==> config.mk <==
export PLATFORM = sky130hd
export DESIGN_NAME = riscv_core_div_sequencer
export DESIGN_NICKNAME = d
export VERILOG_FILES = /design/src/rtl/riscv_core_div_sequencer.sv
export SDC_FILE = /design/constraint.sdc
export NUM_CORES = 1
export LEC_CHECK = 0
export BUFFER_PORTS_ARGS = -buffer_cell sky130_fd_sc_hd__buf_2
export CAP_MARGIN = 20
export CORE_MARGIN = 3
export CORE_UTILIZATION = 40
export CTS_CLUSTER_SIZE = 14
export DETAILED_ROUTE_END_ITERATION = 10
export PLACE_DENSITY = 0.68
export SYNTH_ARGS = -nofsm -noshare
export SYNTH_HDL_FRONTEND = slang
export SYNTH_SLANG_ARGS = --single-unit
==> constraint.sdc <==
create_clock -name i_clk -period 5 [get_ports i_clk]
set_clock_uncertainty 0.1 [all_clocks]
set_input_delay 0.25 -clock i_clk [delete_from_list [all_inputs] [get_ports i_clk]]
set_output_delay 0.25 -clock i_clk [all_outputs]
set_load 0.01 [all_outputs]
==> src/rtl/riscv_core_div_sequencer.sv <==
// riscv_core_div_sequencer
// Multi-cycle restoring divider for DIV/DIVU/REM/REMU and their W variants.
// Resolves one quotient bit per cycle, holds o_div_busy as the execute-stage
// stall while running, and pulses o_div_done with the XLEN-wide result.
// Optional build macro RISCV_DIV_CACHE_EN adds a one-entry operand cache that
// answers a repeated operand pair straight from IDLE without stalling.

module riscv_core_div_sequencer #(
  parameter int XLEN = 64
) (
  input  logic            i_clk,
  input  logic            i_rst,
  input  logic            i_div_start,
  input  logic [2:0]      i_div_funct3,
  input  logic            i_div_isword,
  input  logic            i_div_flush,
  input  logic [XLEN-1:0] i_div_dividend,
  input  logic [XLEN-1:0] i_div_divisor,
  output logic            o_div_busy,
  output logic            o_div_done,
  output logic [XLEN-1:0] o_div_result
);

  localparam int CW = $clog2(XLEN);
  localparam logic [CW-1:0] CNT_WORD = CW'(31);
  localparam logic [CW-1:0] CNT_FULL = CW'(XLEN - 1);

  typedef enum logic [2:0] {
    S_IDLE,
    S_PREP,
    S_CALC,
    S_FIX,
    S_DONE
  } state_t;

  // Sign-extend from bit 31 for word ops, pass through otherwise.
  function automatic logic [XLEN-1:0] f_sext32(input logic [XLEN-1:0] v, input logic en);
    if (en) return {{(XLEN-32){v[31]}}, v[31:0]};
    return v;
  endfunction

  state_t            r_state;
  state_t            w_state_nxt;

  // Operation context latched at start.
  logic [XLEN-1:0]   r_a;
  logic [XLEN-1:0]   r_b;
  logic              r_signed;
  logic              r_want_rem;
  logic              r_isword;

  // Iteration datapath.
  logic [XLEN-1:0]   r_quo;
  logic [XLEN-1:0]   r_rem;
  logic [XLEN-1:0]   r_dvs;
  logic              r_neg_q;
  logic              r_neg_r;
  logic [CW-1:0]     r_cnt;
  logic [XLEN-1:0]   r_result;

  logic              w_accept;
  logic              w_sa;
  logic              w_sb;
  logic [31:0]       w_a_lo_abs;
  logic [31:0]       w_b_lo_abs;
  logic [XLEN-1:0]   w_a_full_abs;
  logic [XLEN-1:0]   w_b_full_abs;
  logic [XLEN-1:0]   w_quo_init;
  logic [XLEN-1:0]   w_dvs_init;
  logic [XLEN-1:0]   w_a_ext;
  logic              w_b_zero;
  logic              w_ovf;

  logic [XLEN:0]     w_trial;
  logic [XLEN:0]     w_diff;
  logic              w_fits;
  logic [XLEN-1:0]   w_rem_step;

  logic [XLEN-1:0]   w_q_sgn;
  logic [XLEN-1:0]   w_r_sgn;
  logic [XLEN-1:0]   w_fix_q;
  logic [XLEN-1:0]   w_fix_r;

  logic              w_fill;
  logic [XLEN-1:0]   w_fill_q;
  logic [XLEN-1:0]   w_fill_r;
  logic              w_res_load;
  logic [XLEN-1:0]   w_res_nxt;

`ifdef RISCV_DIV_CACHE_EN
  logic              r_c_valid;
  logic [XLEN-1:0]   r_c_a;
  logic [XLEN-1:0]   r_c_b;
  logic              r_c_signed;
  logic              r_c_isword;
  logic [XLEN-1:0]   r_c_q;
  logic [XLEN-1:0]   r_c_r;
  logic              w_cache_hit;

  assign w_cache_hit = r_c_valid
                    && (i_div_dividend == r_c_a)
                    && (i_div_divisor  == r_c_b)
                    && (~i_div_funct3[0] == r_c_signed)
                    && (i_div_isword == r_c_isword);
`endif

  assign w_accept = i_div_start & i_div_funct3[2] & ~i_div_flush;

  // Operand conditioning used during PREP: signs, magnitudes, special cases.
  assign w_sa = r_signed & (r_isword ? r_a[31] : r_a[XLEN-1]);
  assign w_sb = r_signed & (r_isword ? r_b[31] : r_b[XLEN-1]);

  assign w_a_lo_abs   = w_sa ? (32'd0 - r_a[31:0]) : r_a[31:0];
  assign w_b_lo_abs   = w_sb ? (32'd0 - r_b[31:0]) : r_b[31:0];
  assign w_a_full_abs = w_sa ? ({XLEN{1'b0}} - r_a) : r_a;
  assign w_b_full_abs = w_sb ? ({XLEN{1'b0}} - r_b) : r_b;

  // Word dividends are left-aligned so the MSB-first shift walks only bits
  // [31:0]; after 32 steps the quotient sits in the low half.
  assign w_quo_init = r_isword ? {w_a_lo_abs, {(XLEN-32){1'b0}}} : w_a_full_abs;
  assign w_dvs_init = r_isword ? {{(XLEN-32){1'b0}}, w_b_lo_abs} : w_b_full_abs;

  assign w_a_ext  = f_sext32(r_a, r_isword);
  assign w_b_zero = r_isword ? (r_b[31:0] == 32'd0) : (r_b == {XLEN{1'b0}});
  assign w_ovf    = r_signed && (r_isword
                    ? ((r_a[31:0] == 32'h8000_0000) && (r_b[31:0] == 32'hFFFF_FFFF))
                    : ((r_a == {1'b1, {(XLEN-1){1'b0}}}) && (r_b == {XLEN{1'b1}})));

  // One restoring step: the trial remainder is XLEN+1 bits so the borrow
  // out of the subtract tells whether the divisor fits.
  assign w_trial    = {r_rem, r_quo[XLEN-1]};
  assign w_diff     = w_trial - {1'b0, r_dvs};
  assign w_fits     = ~w_diff[XLEN];
  assign w_rem_step = w_fits ? w_diff[XLEN-1:0] : w_trial[XLEN-1:0];

  // Final sign correction applied in FIX.
  assign w_q_sgn = r_neg_q ? ({XLEN{1'b0}} - r_quo) : r_quo;
  assign w_r_sgn = r_neg_r ? ({XLEN{1'b0}} - r_rem) : r_rem;
  assign w_fix_q = f_sext32(w_q_sgn, r_isword);
  assign w_fix_r = f_sext32(w_r_sgn, r_isword);

  // Next-state, result-load and cache-fill decode.
  always_comb begin
    // NOTE: every signal driven here gets a default first so no latch is inferred.
    w_state_nxt = r_state;
    w_fill      = 1'b0;
    w_fill_q    = '0;
    w_fill_r    = '0;
    w_res_load  = 1'b0;
    w_res_nxt   = r_result;

    case (r_state)
      S_IDLE: begin
        if (w_accept) begin
          w_state_nxt = S_PREP;
`ifdef RISCV_DIV_CACHE_EN
          if (w_cache_hit) begin
            w_state_nxt = S_DONE;
            w_res_load  = 1'b1;
            w_res_nxt   = i_div_funct3[1] ? r_c_r : r_c_q;
          end
`endif
        end
      end
      S_PREP: begin
        if (w_b_zero) begin
          w_state_nxt = S_DONE;
          w_fill      = 1'b1;
          w_fill_q    = {XLEN{1'b1}};
          w_fill_r    = w_a_ext;
        end else if (w_ovf) begin
          w_state_nxt = S_DONE;
          w_fill      = 1'b1;
          w_fill_q    = w_a_ext;
          w_fill_r    = '0;
        end else begin
          w_state_nxt = S_CALC;
        end
      end
      S_CALC: begin
        if (r_cnt == '0) w_state_nxt = S_FIX;
      end
      S_FIX: begin
        w_state_nxt = S_DONE;
        w_fill      = 1'b1;
        w_fill_q    = w_fix_q;
        w_fill_r    = w_fix_r;
      end
      S_DONE: begin
        w_state_nxt = S_IDLE;
      end
      default: begin
        w_state_nxt = S_IDLE;
      end
    endcase

    if (w_fill) begin
      w_res_load = 1'b1;
      w_res_nxt  = r_want_rem ? w_fill_r : w_fill_q;
    end

    // A flush kills whatever is in flight: no result, no cache update.
    if (i_div_flush) begin
      w_state_nxt = S_IDLE;
      w_fill      = 1'b0;
      w_res_load  = 1'b0;
    end
  end

  // State register.
  always_ff @(posedge i_clk) begin
    // NOTE: sequential state uses non-blocking assignments so every flop samples pre-edge values.
    if (i_rst) r_state <= S_IDLE;
    else       r_state <= w_state_nxt;
  end

  // Operand latch, iteration datapath, counter and result register.
  always_ff @(posedge i_clk) begin
    if (i_rst) begin
      r_a        <= '0;
      r_b        <= '0;
      r_signed   <= 1'b0;
      r_want_rem <= 1'b0;
      r_isword   <= 1'b0;
      r_quo      <= '0;
      r_rem      <= '0;
      r_dvs      <= '0;
      r_neg_q    <= 1'b0;
      r_neg_r    <= 1'b0;
      r_cnt      <= '0;
      r_result   <= '0;
    end else begin
      if ((r_state == S_IDLE) && w_accept) begin
        r_a        <= i_div_dividend;
        r_b        <= i_div_divisor;
        r_signed   <= ~i_div_funct3[0];
        r_want_rem <= i_div_funct3[1];
        r_isword   <= i_div_isword;
      end

      case (r_state)
        S_PREP: begin
          r_quo   <= w_quo_init;
          r_rem   <= '0;
          r_dvs   <= w_dvs_init;
          r_neg_q <= w_sa ^ w_sb;
          r_neg_r <= w_sa;
          r_cnt   <= r_isword ? CNT_WORD : CNT_FULL;
        end
        S_CALC: begin
          r_rem <= w_rem_step;
          r_quo <= {r_quo[XLEN-2:0], w_fits};
          if (r_cnt != '0) r_cnt <= r_cnt - CW'(1);
        end
        default: begin
        end
      endcase

      if (w_res_load) r_result <= w_res_nxt;
    end
  end

`ifdef RISCV_DIV_CACHE_EN
  // One-entry operand cache, refreshed by every completed operation.
  always_ff @(posedge i_clk) begin
    // NOTE: the payload is cleared along with the valid bit so reset leaves no unknown state behind.
    if (i_rst) begin
      r_c_valid  <= 1'b0;
      r_c_a      <= '0;
      r_c_b      <= '0;
      r_c_signed <= 1'b0;
      r_c_isword <= 1'b0;
      r_c_q      <= '0;
      r_c_r      <= '0;
    end else if (w_fill) begin
      r_c_valid  <= 1'b1;
      r_c_a      <= r_a;
      r_c_b      <= r_b;
      r_c_signed <= r_signed;
      r_c_isword <= r_isword;
      r_c_q      <= w_fill_q;
      r_c_r      <= w_fill_r;
    end
  end
`endif

  assign o_div_busy   = (r_state == S_PREP) || (r_state == S_CALC) || (r_state == S_FIX);
  assign o_div_done   = (r_state == S_DONE);
  assign o_div_result = r_result;

endmodule

**After elaboration in Yosys (flattened, before gate mapping)**

Cells that the tools add are included.
Widths: inputs -> output; s select.

- Bits of input ports: 136
- Register bits after elaboration: 398
- Logic and storage cells: 97
- Output and inout bits: 66

- Reduce and logical (&&, ||, !) cells: 16
- Bitwise gates (word level): 8
- Eq/ne operators: 11
- Add/sub/neg operators: 8
- Muxes and demuxes: 41

Operators with widths:

| kind | number |
|---|---|
| $mux 64 | 17 |
| $pmux 64 s2 | 4 |
| $sub 1x64->64 const A | 4 |
| $eq 64x64->1 const B | 2 |
| $sub 65x64->65 | 1 |
| $eq 32x32->1 const B | 2 |
| $logic_not 64->1 | 1 |
| $mux 32 | 2 |
| $sub 1x32->32 const A | 2 |
| $logic_not 32->1 | 1 |
| $mux 3 | 4 |
| $mux 6 | 2 |
| $pmux 3 s4 | 1 |
| $pmux 6 s2 | 1 |
| $mux 1 | 9 |
| $eq 3x2->1 const B | 2 |
| $logic_not 6->1 | 1 |
| $ne 2x2->1 const B | 3 |
| $reduce_and 2->1 | 3 |
| $reduce_bool 6->1 | 1 |
| $sub 6x1->6 const B | 1 |
| $and 1x1->1 | 4 |
| $logic_and 1x1->1 | 4 |
| $eq 3x1->1 const B | 1 |
| other kinds (8) | 11 |

**Logic depth before layout (Yosys ltp)**

Gate-level depths: netlist of the first run.

- Word-level depth: 10
- Depth in mapped cells: 15
- Gate-level depth less buffers: 13

**Least setup slack after synthesis of the first run**

No wires, ideal clock.

- Path type: register to register
- Start: reg r_rem[2]
- End: reg r_rem[10]
- Required time: 4772 ps
- Arrival: 3278 ps
- Period minus slack after synthesis: 3507 ps
- Setup time: 128 ps
- Stages on the path, launching flop included: 14
- Path buffers: 2
- Path slack: 1493 ps
- Cells stage by stage: dfxtp_1 -> ha_1 -> o211ai_1 -> a21oi_1 -> o41ai_1 -> o22ai_1 -> or3_1 -> nand3_1 -> a32o_1 -> or2_2 -> buf_2 -> buf_2 -> mux2i_1 -> o21ai_0

- Word-level cells in the longest chain between the ends: 3

Ends and longest elaborated chain:

| element | RTL line | source |
|---|---|---|
| from (decl) | 54 | `logic [XLEN-1:0] r_rem;` |
| from (signal assigned) | 251 | `r_rem <= w_rem_step;` |
| $sub 65x64->65 | 132 | `assign w_diff = w_trial - {1'b0, r_dvs};` |
| $mux 64 | 134 | `assign w_rem_step = w_fits ? w_diff[XLEN-1:0] : w_trial[XLEN-1:0];` |
| $pmux 64 s2 | 241 | `case (r_state)` |

No other way between the ends.
A chain may end at the register's enable or synchronous reset.

**Final worst setup path of the first run**

- Start: reg r_a[0]
- End: reg r_result[47] (netlist: o_div_result[47])

- Word-level cells in the longest chain between the ends: 10
- Elaborated cells between the ends (all ways): 16
- Those cells by class: eq/ne (2); mux (10); reduce/logical (4)

Ends and longest elaborated chain:

| element | RTL line | source |
|---|---|---|
| from (decl) | 46 | `logic [XLEN-1:0] r_a;` |
| from (signal assigned) | 234 | `r_a <= i_div_dividend;` |
| $eq 64x64->1 / $eq 32x32->1 (equally long branches) | 127, 126 |  |
| $logic_and 1x1->1 (on tied branches) | 127, 126 |  |
| $mux 1 * | 126 | `? ((r_a[31:0] == 32'h8000_0000) && (r_b[31:0] == 32'hFFFF_FFFF))` |
| $logic_and 1x1->1 * | 125 | `assign w_ovf = r_signed && (r_isword` |
| $mux 1 | 171 | `end else if (w_ovf) begin` |
| $mux 1 | 166 | `if (w_b_zero) begin` |
| $pmux 1 s2 | 152 | `case (r_state)` |
| $mux 1 | 197 | `if (w_fill) begin` |
| $mux 1 | 203 | `if (i_div_flush) begin` |
| $reduce_and 2->1 (no line) | n/a |  |
| to (signal assigned) | 259 | `if (w_res_load) r_result <= w_res_nxt;` |
| to (decl) | 59 | `logic [XLEN-1:0] r_result;` |

Mark *: on every way between the ends. The rest lies on a longest branch, timed or not.

==> results of run 1 <==
[report_power, final]
part           internal (mW)  switching, mW
registers               3.24          0.100
logic                  0.922           1.43
clock network           2.28           1.44
total                   6.44           2.97
[cells in the mapped netlist, types with 42 or more instances]
| cell | instances | area, um^2 |
|---|---|---|
| clkbuf_1 | 225 | 845 |
| xor2_1 | 144 | 1260 |
| a211oi_1 | 72 | 541 |
| a222oi_1 | 43 | 430 |
| dfxtp_1 | 398 | 7970 |
| nand3_1 | 42 | 210 |
| mux2i_1 | 50 | 500 |
| xnor2_1 | 162 | 1420 |
| a21o_1 | 49 | 368 |
| o31ai_1 | 56 | 420 |
| nor2_1 | 270 | 1010 |
| nor3_1 | 65 | 325 |
| o21ai_0 | 257 | 1290 |
| ha_1 | 71 | 888 |
| a21oi_1 | 326 | 1630 |
| inv_1 | 134 | 503 |
| o211ai_1 | 42 | 315 |
| nand2_1 | 525 | 1970 |
| nand4_1 | 57 | 357 |
[cell usage in the layout (no fill, tap or decap), types with 36 or more instances in the layout]
cell           count
a222oi_1          43
buf_4             49
dfxtp_1          395
o21ai_0          257
a211oi_1          72
nor4_1            38
a22oi_1           40
o211ai_1          42
nand4_1           57
inv_1            134
xor2_1           144
buf_2            200
or4_1             37
a311oi_1          36
mux2i_1           50
a21o_1            49
nor3_1            63
a21oi_1          326
nor2_1           267
clkbuf_16         49
nand2_1          525
xnor2_1          162
ha_1              71
dlygate4sd3_1    131
o31ai_1           56
nand3_1           42
[per-layer routing]
metal	vias to the layer above	part of all wire (%)	GRT usage, %
met4	2	4.8	12.1
met2	1173	45	43.2
li1	12900	-	-
met5	-	0.014	0
met1	12700	42	34.6
met3	207	8.2	5.43
[kinds of logic after synthesis]
family	count (synthesis)
adders and majority gates	72
xor gates and xnor gates	306
muxes	52
AOI/OAI and AO/OA	1098
DFF	398
buffers and inverters	404
and+or+nand+nor	1163
[state kept, by name (all words and copies together), names as in the netlist]
register / cells
o_div_result: 64
r_a: 64
r_b: 64
r_dvs: 64
r_quo: 64
r_rem: 64
r_cnt: 6
r_state: 3
r_isword: 1
r_neg_q: 1
r_neg_r: 1
r_signed: 1
r_want_rem: 1
[area by class of cell]
cell class / instances / share of cell area [%]
Clock inverter: 20 / 0.956
Multi-Input combinational cell: 2691 / 54.1
Inverter: 134 / 1.65
Tap cell: 846 / 3.47
Clock buffer: 63 / 4.49
Sequential cell: 398 / 26.1
Timing Repair Buffer: 386 / 9.16
[worst max path at each step]
stage | to | slack (ps) | cells after the start
finish | o_div_result[47] | 500 | 12
floorplan | r_rem[10] | 1490 | 13
global placement | o_div_result[25] | 770 | 11
CTS | o_div_result[27] | 700 | 11
detailed placement | o_div_result[44] | 730 | 11
global route | o_div_result[47] | 260 | 11
[critical path: stages, from the launching register on]
cell and delay [ps]:
dfxtp_1 370, inv_1 90, ha_1 190, or3b_2 530
or2_2 360, nand4b_1 310, nor3_1 500, a2bb2oi_1 200
nor2_1 410, o311a_4 590, buf_12 330, nor2_1 80
a311oi_1 270
==> impl_metrics.json, run 1 <==
{
  "syn_area_mm2": 0.0260,
  "cts_tree": "done",
  "vias_per_cell": 5.94,
  "crit_start": "r_a[0]",
  "dp_cells": 4323,
  "remaining_drc_errors": 0,
  "die_w_um": 261,
  "die_y_um": 261,
  "tightest_slew_ps": 1130,
  "fin_crit_ps": 4500,
  "fmax_mhz": 222,
  "synth_mux_area_share_pct": 2.01,
  "worstHoldStart": "i_div_divisor[0]",
  "worstSetupPathType": "reg2reg",
  "start_util_pct": 40.8,
  "grt_usage_pct": 26.8,
  "dp_slack_ps": 731,
  "r2r_slack_ps": 500,
  "cts_hold_buf": 131,
  "synth_ff_type": "dfxtp_1",
  "n_antenna_cell": 0,
  "vias": 26900,
  "synth_fp_nets": 3701,
  "grt_pass1_wl_um": 145000,
  "multi_input_area_mm2": 0.0165,
  "leakage_nw": 12.1,
  "power.density_mw_per_mm2": 308,
  "area_delta_synth_final_pct": 17.3,
  "post-route-util_pct": 47.9,
  "status": "complete, no violations",
  "ant_nets": 0,
  "finalMaxSlewViolations": 0,
  "synth_top_family_by_area": "compound AO/OA/AOI/OAI gates",
  "rsz0062_at_grt": "false",
  "yosysWarningCount": 0,
  "hold_ws_ps": 56.8,
  "r2r_end": "o_div_result[47]",
  "synth_edf_count": 0,
  "crit_path_start_kind": "flop",
  "final_area_mm2": 0.0305,
  "hold_class": "in2reg",
  "p_total_mw": 9.41,
  "fin_cells": 4538,
  "nets": 3865,
  "place_hpwl_um": 68200,
  "fin_setup_tns_ps": 0,
  "fillCellCount": 6276,
  "gp_congestion": 0.961,
  "antenna_found_initial": 4,
  "ff2ff_path_depth": 12,
  "required_ps": 5380,
  "portBuffers": 201,
  "grt_max_degree": 132,
  "ff_latch_area_mm2": 0.00797,
  "synth_simple_gate_area_share_pct": 20.4,
  "irDropWorstVdd_mv": 0.255,
  "grt_overflow": 0,
  "routed_wl_um": 94100,
  "synthAdderAreaFrac_pct": 3.49,
  "drtIter0Drc": 3155,
  "synth_compound_area_share_pct": 27.0,
  "drtPass1Iterations": 7,
  "cts-root-buf": "clkbuf_16",
  "wl_per_cell_um": 20.7,
  "drive_gt1_share_pct": 10.7,
  "post_cts_buffers": 0,
  "timing.rr.start": "r_a[0]",
  "syn_avg_cell_area_um2": 7.44,
  "clkSinkCount": 398,
  "path_max_fanout": 62,
  "hold_depth": 3,
  "clockBufferDepth": 3,
  "max-slew-margin-rel_pct": 24.5,
  "cts_resized": 0,
  "maxCapViolCount": 0,
  "num_rows": 92,
  "async_reset_ff_share_pct": 0,
  "path_clk_slew_ps": 60,
  "yosysSeqAreaShare_pct": 30.6,
  "clk_latency_ps": 590,
  "holdPathEnd": "r_b[0]",
  "grt_pass1_vias": 25200,
  "crit_path_end_kind": "flop",
  "htree_levels": 2,
  "hold_viol_final": 0,
  "synthDistinctLibCells": 80,
  "cts_buffers": 46,
  "die_area_mm2": 0.0681,
  "setup_viol": 0,
  "postSynthCellCount": 3493,
  "io_pins": 202,
  "cp.arrival_ps": 4880,
  "core_area_mm2": 0.0637,
  "placedInstanceArea_mm2": 0.0275,
  "timing.final.crit_share_pct": 90.0,
  "ys_seq_elements": 398,
  "synth_xor_area_share_pct": 10.3,
  "setup_ws_ps": 499
}
Note: power is estimated with default switching activity, not from simulation.
==> run 2: changes to the inputs <==
--- a/config.mk
+++ b/config.mk
@@ -11,7 +11,7 @@
 export CORE_UTILIZATION = 40
 export CTS_CLUSTER_SIZE = 14
 export DETAILED_ROUTE_END_ITERATION = 10
-export PLACE_DENSITY = 0.68
+export PLACE_DENSITY = 0.56
 export SYNTH_ARGS = -nofsm -noshare
 export SYNTH_HDL_FRONTEND = slang
 export SYNTH_SLANG_ARGS = --single-unit
==> run 2 against run 1 <==
  * Count of clock-buffer cells in the layout increased by 7
  * Combinational power increased by 2%
  * Routed wire length increased by 5.1%
  * Power decreased by 1.5%
  * Via count about the same
  * Global-route usage increased by 1.5 points
  * Critical path type unchanged
==> impl_metrics.json, run 2 (synthesized netlist as in run 1, its figures left out) <==
{
  "status": "complete, no violations",
  "rsz0062_at_grt": "false",
  "fmax_mhz": 217,
  "crit_path_start_kind": "flop",
  "worstSetupPathType": "reg2reg",
  "timing.final.crit_share_pct": 92.2,
  "max-slew-margin-rel_pct": 31.3,
  "routed_wl_um": 98900,
  "n_antenna_cell": 0,
  "grt_pass1_vias": 24800,
  "cts_tree": "done",
  "place_hpwl_um": 73500,
  "setup_viol": 0,
  "htree_levels": 2,
  "cts_buffers": 48,
  "grt_usage_pct": 28.3,
  "final_cell_mix": "525 x nand2_1, 395 x dfxtp_1, 326 x a21oi_1, 267 x nor2_1, 257 x o21ai_0",
  "power.density_mw_per_mm2": 302,
  "irDropWorstVdd_mv": 0.246,
  "grt_max_degree": 159,
  "wl_per_cell_um": 21.6,
  "grt_overflow": 0,
  "maxCapViolCount": 0,
  "portBuffers": 201,
  "clkSinkCount": 398,
  "vias_per_cell": 5.89,
  "clk_latency_ps": 610,
  "drtIter0Drc": 2815,
  "core_area_mm2": 0.0637,
  "final_area_mm2": 0.0306,
  "die_area_mm2": 0.0681,
  "leakage_nw": 12.2,
  "fillCellCount": 6435,
  "tightest_slew_ps": 1020,
  "drive_gt1_share_pct": 11.2,
  "cts_resized": 0,
  "nets": 3896,
  "start_util_pct": 40.8,
  "ant_nets": 0,
  "antenna_found_initial": 1,
  "final_common_cell": "nand2_1",
  "area_delta_synth_final_pct": 17.8,
  "path_clk_slew_ps": 60,
  "die_w_um": 261,
  "vias": 26900,
  "dp_slack_ps": 359,
  "num_rows": 92,
  "finalMaxSlewViolations": 0,
  "gp_congestion": 0.978,
  "remaining_drc_errors": 0,
  "clockBufferDepth": 3,
  "cts-root-buf": "clkbuf_16",
  "fin_crit_ps": 4610,
  "hold_class": "in2reg",
  "placedInstanceArea_mm2": 0.0277,
  "io_pins": 202,
  "drtPass1Iterations": 9,
  "setup_ws_ps": 388,
  "path_max_fanout": 32,
  "hold_viol_final": 0,
  "cp.arrival_ps": 5020,
  "required_ps": 5410,
  "crit_path_end_kind": "flop",
  "die_y_um": 261,
  "fin_setup_tns_ps": 0,
  "grt_pass1_wl_um": 151000
}
[run 2: cell count changes in the layout (fill, tap and decap cells not counted), moves of 2 or more]
cell | previous run | this run
buf_4 | 49 | 75
bufinv_16 | 7 | 2
clkbuf_1 | 5 | 13
clkinv_2 | 8 | 12
clkinvlp_4 | 2 | 0
dlygate4sd3_1 | 131 | 134
[run 2: critical path, stage by stage (launching register included)]
cell and delay (ps):
dfxtp_1 400, inv_1 90, ha_1 160, or3b_2 540, nor3_2 300, nand3_2 220
or3_4 510, nor4_1 710, o21bai_1 360, nor2_1 170, o21a_2 140, buf_4 380
a221oi_1 170, a211oi_1 270
[run 2: repair_timing]
item                                   in CTS  in global routing
endpoints found under the hold margin     134                  0
buffers inserted                            0                  0
hold buffers                              134                  0
[run 2: path summary, 6_finish.rpt]
path / end / depth (start not counted) / slack (ps) / from
worst max-delay path: o_div_result[37] / 13 / 390 / r_a[0]
worst min-delay path: r_b[51] / 2 / 30 / i_rst
worst max register to register: o_div_result[37] / 13 / 390 / r_a[0]
worst min register to register: r_dvs[52] / 2 / 350 / r_dvs[52]
[run 2: report_power, final]
group          internal (mW)  switching, mW
combinational          0.950           1.46
clock                   2.03           1.48
sequential              3.24          0.103
total                   6.22           3.04
[run 2: metal layers]
layer | vias up | GRT usage, % | share of wire (%)
li1 | 13000 | - | -
met1 | 12800 | 40.2 | 46
met2 | 999 | 44.0 | 44
met3 | 152 | 4.86 | 7.8
met4 | 0 | 8.25 | 2.9
met5 | - | 0 | 0
[run 2: cell type report]
cell class	count	area (um^2)	share of cell area, %
clock buffers	70	1390	4.52
clock inverters	18	184	0.600
flip-flops and latches	398	7970	26.0
well taps	846	1060	3.46
repair buffers	415	3020	9.86
multi-input cells	2691	16500	53.9
inverters	134	503	1.64
[run 2: stage by stage]
stage / hold slack [ps] / power, mW / cells / util (%)
finish: 25.3 / 9.27 / 4572 / 48.1
global route: 54.6 / 9.66 / 4572 / 48.1
CTS: 7.91 / 9.27 / 4570 / 48.1
detailed placement: 340 / 5.69 / 4348 / 43.5
global placement: 335 / 5.69 / 4347 / 43.5
floorplan: 240 / 4.99 / 3493 / -
